==> src/rtl/adc_capture_pkg.sv <==
// Shared types and defaults for the ADC capture path.
package adc_capture_pkg;

  localparam int unsigned NCH_DEF   = 6;
  localparam int unsigned CNT_W_DEF = 16;

  typedef enum logic [2:0] {
    IDLE,
    FLUSH,
    ARMED,
    CAPTURE,
    DRAIN
  } state_t;

endpackage

==> src/rtl/trig_edge_det.sv <==
// Rising-edge detector for the external trigger level.
module trig_edge_det (
  input  logic clk,
  input  logic rstn,
  input  logic trig_in,
  output logic rise
);

  logic trig_q;

  always_ff @(posedge clk) begin
    if (!rstn) trig_q <= 1'b0;
    else       trig_q <= trig_in;
  end

  assign rise = trig_in & ~trig_q;

endmodule

==> src/rtl/capture_sequencer.sv <==
// Sequences one capture frame: flush FIFOs, wait for trigger, write len_q
// samples per enabled channel, then hold cap_done until the reader drains.
module capture_sequencer
  import adc_capture_pkg::*;
#(
  parameter int unsigned NCH       = NCH_DEF,
  parameter int unsigned CNT_W     = CNT_W_DEF,
  parameter int unsigned FLUSH_CYC = 4
) (
  input  logic             clk,
  input  logic             rstn,
  input  logic             arm,
  input  logic             abort,
  input  logic             auto_rearm,
  input  logic             trig_in,
  input  logic             sw_trig,
  input  logic [NCH-1:0]   ch_en,
  input  logic [CNT_W-1:0] cap_len,
  input  logic             sample_valid,
  input  logic [NCH-1:0]   fifo_full,
  input  logic [NCH-1:0]   fifo_empty,
  output logic [NCH-1:0]   wr_en,
  output logic             fifo_rst,
  output logic             cap_done,
  output logic             busy,
  output logic             ovf_err,
  output logic [CNT_W-1:0] frame_cnt
);

  localparam int unsigned FL_W = (FLUSH_CYC > 1) ? $clog2(FLUSH_CYC) : 1;

  state_t           state;
  logic [NCH-1:0]   ch_en_q;
  logic [CNT_W-1:0] len_q;
  logic [CNT_W-1:0] smp_cnt;
  logic [FL_W-1:0]  fl_cnt;

  logic trig_rise;
  logic trig;
  logic last_smp;
  logic ovf_hit;
  logic drained;

  trig_edge_det u_trig (
    .clk     (clk),
    .rstn    (rstn),
    .trig_in (trig_in),
    .rise    (trig_rise)
  );

  // sw_trig and a trig_in edge in the same cycle collapse into one trigger
  assign trig     = sw_trig | trig_rise;
  assign last_smp = (smp_cnt == len_q - CNT_W'(1));
  assign ovf_hit  = sample_valid & (|(ch_en_q & fifo_full));
  assign drained  = ((fifo_empty & ch_en_q) == ch_en_q);

  // Writes are combinational off sample_valid; rstn/abort gate them the same cycle
  always_comb begin
    wr_en = '0;
    if (rstn && !abort && state == CAPTURE && sample_valid)
      wr_en = ch_en_q & ~fifo_full;
  end

  assign fifo_rst = rstn && (state == FLUSH);
  assign cap_done = rstn && (state == DRAIN);
  assign busy     = rstn && (state != IDLE);

  always_ff @(posedge clk) begin
    if (!rstn) begin
      state     <= IDLE;
      ch_en_q   <= '0;
      len_q     <= '0;
      smp_cnt   <= '0;
      fl_cnt    <= '0;
      frame_cnt <= '0;
      ovf_err   <= 1'b0;
    end else if (abort) begin
      state <= IDLE;
    end else begin
      case (state)
        IDLE: begin
          if (arm && cap_len != '0 && ch_en != '0) begin
            ch_en_q <= ch_en;
            len_q   <= cap_len;
            ovf_err <= 1'b0;
            fl_cnt  <= '0;
            state   <= FLUSH;
          end
        end
        FLUSH: begin
          if (fl_cnt == FL_W'(FLUSH_CYC - 1)) state <= ARMED;
          else                                 fl_cnt <= fl_cnt + FL_W'(1);
        end
        ARMED: begin
          if (trig) begin
            smp_cnt <= '0;
            state   <= CAPTURE;
          end
        end
        CAPTURE: begin
          if (sample_valid) begin
            smp_cnt <= smp_cnt + CNT_W'(1);
            if (ovf_hit)  ovf_err <= 1'b1;
            if (last_smp) state   <= DRAIN;
          end
        end
        DRAIN: begin
          if (drained) begin
            frame_cnt <= frame_cnt + CNT_W'(1);
            state     <= auto_rearm ? ARMED : IDLE;
          end
        end
        default: state <= IDLE;
      endcase
    end
  end

endmodule

==> config.mk <==
export PLATFORM = sky130hd
export DESIGN_NAME = capture_sequencer
export DESIGN_NICKNAME = d
export VERILOG_FILES = /design/src/rtl/adc_capture_pkg.sv /design/src/rtl/trig_edge_det.sv /design/src/rtl/capture_sequencer.sv
export SDC_FILE = /design/constraint.sdc
export NUM_CORES = 1
export LEC_CHECK = 0
export ABC_AREA = 1
export CAP_MARGIN = 20
export CORE_MARGIN = 2
export CORE_UTILIZATION = 40
export DETAILED_ROUTE_END_ITERATION = 12
export PLACE_DENSITY_LB_ADDON = 0.08
export SLEW_MARGIN = 40
export SYNTH_ARGS = -nofsm -noshare
export SYNTH_HDL_FRONTEND = slang
export SYNTH_SLANG_ARGS = --single-unit
==> constraint.sdc <==
create_clock -name clk -period 3.78 [get_ports clk]
set_clock_uncertainty 0.05 [all_clocks]
set_input_delay 0.756 -clock clk [delete_from_list [all_inputs] [get_ports clk]]
set_output_delay 0.756 -clock clk [all_outputs]
set_load 0.01 [all_outputs]
==> impl_metrics.tcl <==
set metrics [dict create \
    dpl_worst_slack_ps 373 \
    grt_usage 0.217 \
    critPathLaunch "abort" \
    switching_share 0.299 \
    layout_commonest_cell "nand2_1" \
    viasPerCell 5.01 \
    finalHoldViolations 0 \
    clock_sinks 61 \
    ys.warnings.count 0 \
    synth_cells 589 \
    fillCellCount 950 \
    synthAdderAreaFrac 0.0133 \
    grt_overflow 0 \
    slowest_stage "clkdlybuf4s50_1" \
    switching_power_uw 496 \
    status "complete, no violations" \
    post-cts-setup-buffers 0 \
    clkTransAtPathRegs_ps 70 \
    maxCapViolations 0 \
    ant_nets 0 \
    ctsResizeCount 0 \
    period_share 0.901 \
    clk_latency_ps 340 \
    ys_types 40 \
    cts_buffers 9 \
    wl_per_cell_um 13.3 \
    finalSetupTns_ps 0 \
    worstPathCellList "clkdlybuf4s50_1 > nor2_1 > nand2_1 > nor3_1 > clkdlybuf4s50_1" \
    grt_pass1_vias 3616 \
    final_cell_mix "nand2_1 (135), inv_1 (80), nor2_1 (79)" \
    die_area_um2 10200 \
    vias 3896 \
    root_buffer "clkbuf_8" \
    slew_headroom 0.703 \
    top_usage_layer "met2" \
    place_congestion 0.848 \
    netlist_area_um2 3760 \
    io_buffers 67 \
    layout-drive-gt1-share 0.0631 \
    ioPinCount 68 \
    antennaDiodeCount 0 \
    nets 707 \
    ys_ff_latch 61 \
    synthMuxAreaShare 0 \
    die_h_um 101 \
    leakage_uw 0.00202 \
    tightestPinTransition_ps 441 \
    synth_compound_area_frac 0.147 \
    seq_power_share 0.415 \
    power_density_nw_per_um2 347 \
    grt.met2_usage 0.334 \
    cp_max_fo 7 \
    cts-hold-fix-buffers 0 \
    rsz0062_at_grt "false" \
    htreeDepth 3 \
    cp_common_cell "clkdlybuf4s50_1" \
    antenna_found_initial 0 \
    grt_max_degree 46 \
    grt_use_met3 0.0610 \
    worstPathArrival_ps 2600 \
    core_area_um2 9200 \
    syn-num-nets 635 \
    comb_power_share 0.208 \
    synth_top_family_by_area "simple AND/OR/NAND/NOR gates" \
    r2r_start "len_q[0]" \
    max_freq_ghz 0.294 \
    synth_xor_area_frac 0.0489 \
    min_from "len_q[15]" \
    ys_seq_area_frac 0.325 \
    p_clk_frac 0.377 \
    p_int_uw 1160 \
    grt_pass1_wl_mm 17.4 \
    start_util 0.409 \
    crit_path_max_incr_delay_ps 570 \
    area_delta_synth_final_pct 26.9 \
    rows 35 \
    peakVddDrop_uv 168 \
    syn_avg_cell_area_um2 6.39 \
    synth_simple_gate_area_share 0.373 \
    fin_ws_ps 375 \
    drc_errors 0 \
    fin_crit_ps 3410 \
    startpoint_type "input port" \
    hold_path_class "flip-flop to flip-flop" \
    die_w_um 101 \
    slew_viol_final 0 \
    end_kind "primary output" \
    cts_max_path_buffers 2 \
    drt_first_pass_iters 4 \
    critPathKind "input port to primary output" \
    dpl.hpwl_mm 8.10 \
    cts_tree "yes" \
    crit_required_ps 2970 \
    wl_mm 10.3 \
    setup_viol 0 \
    drt_iter0_drc 208 \
    grt_use_met1 0.302 \
]
==> sequential cells by signal, summed over array words and instances, names as in the netlist <==
name,count
frame_cnt,16
len_q,16
smp_cnt,16
ch_en_q,6
state,3
fl_cnt,2
ovf_err,1
u_trig.trig_q,1
==> metrics by stage <==
step / utilization / instance area [µm²] / total power (µW) / hold WS, ps / std cells
2_1_floorplan: - / 3760 / 930 / 387 / 589
3_3_place_gp: 0.496 / 4560 / 1040 / 397 / 761
3_5_place_dp: 0.496 / 4560 / 1050 / 399 / 761
4_1_cts: 0.519 / 4770 / 1680 / 411 / 777
5_1_grt: 0.519 / 4770 / 1760 / 423 / 777
6_report: 0.519 / 4770 / 1660 / 410 / 777
==> Yosys cell counts <==
library cell	n	area (µm²)
nor2_4	3	33.8
o22ai_1	1	6.26
or2_1	1	6.26
o211ai_1	1	7.51
and3_1	5	31.3
nand2_2	4	25.0
nor3_4	1	16.3
o21ai_2	2	17.5
nor2_1	79	297
o21a_1	2	15.0
o21ai_0	35	175
nand2_1	135	507
xnor2_1	9	78.8
nor3b_1	1	7.51
clkbuf_1	9	33.8
or2_2	2	12.5
nor2_2	1	6.26
a21oi_1	51	255
ha_1	4	50.1
buf_2	1	5.00
nor3_2	4	40.0
nand3b_1	8	60.1
xor2_1	12	105
dfxtp_1	61	1220
clkinv_1	2	7.51
o211a_1	1	10.0
a221oi_1	1	8.76
nand4_1	14	87.6
nor3_1	17	85.1
o21bai_1	2	15.0
nand2_4	1	11.3
inv_2	1	3.75
inv_1	80	300
a211oi_1	3	22.5
nor4_1	1	6.26
a21oi_2	1	8.76
nand3_2	2	20.0
nand4_2	1	12.5
nand3_1	28	140
o21ai_1	2	10.0
==> critical path: cells and delay by family <==
family	cells	cell delay, ps
simple gates	3	740
buf+inv	2	1090
==> per-layer routing <==
| metal | routed length, µm | part of all wire | up-vias |
|---|---|---|---|
| met1 | 5090 | 0.49 | 1744 |
| met4 | 86 | 0.0083 | 0 |
| li1 | - | - | 2051 |
| met3 | 615 | 0.060 | 7 |
| met5 | 0 | 0 | - |
| met2 | 4530 | 0.44 | 94 |
==> cells by family after synthesis <==
kind of cell,after synthesis
AOI/OAI and AO/OA,102
and+or+nand+nor,308
xor gates and xnor gates,21
adders and majority gates,4
DFF,61
buffers and inverters,93
==> power groups by stage <==
stage / registers, µW / clock network, µW / logic (µW)
2_1_floorplan: 697 / 0 / 233
3_3_place_gp: 703 / 0 / 339
3_5_place_dp: 702 / 0 / 345
4_1_cts: 687 / 641 / 347
5_1_grt: 691 / 676 / 396
6_report: 688 / 625 / 346
==> cell type report <==
cell class / instances / area (µm²) / area share
inverter: 83 / 312 / 0.0653
tap: 111 / 139 / 0.0291
sequential: 61 / 1220 / 0.256
multi-input combinational: 435 / 2190 / 0.459
clock inverter: 3 / 42.5 / 0.00891
timing repair buffer: 71 / 701 / 0.147
clock buffer: 13 / 169 / 0.0354
==> worst paths after layout <==
path	slack (ps)	to	cells past startpoint
worst min register to register	410	len_q[15]	2
worst max-delay path	370	wr_en[0]	5
worst max register to register	1690	state[0]	15
worst min-delay path	410	len_q[15]	2
No activity file was read; power rests on OpenSTA's default activity.
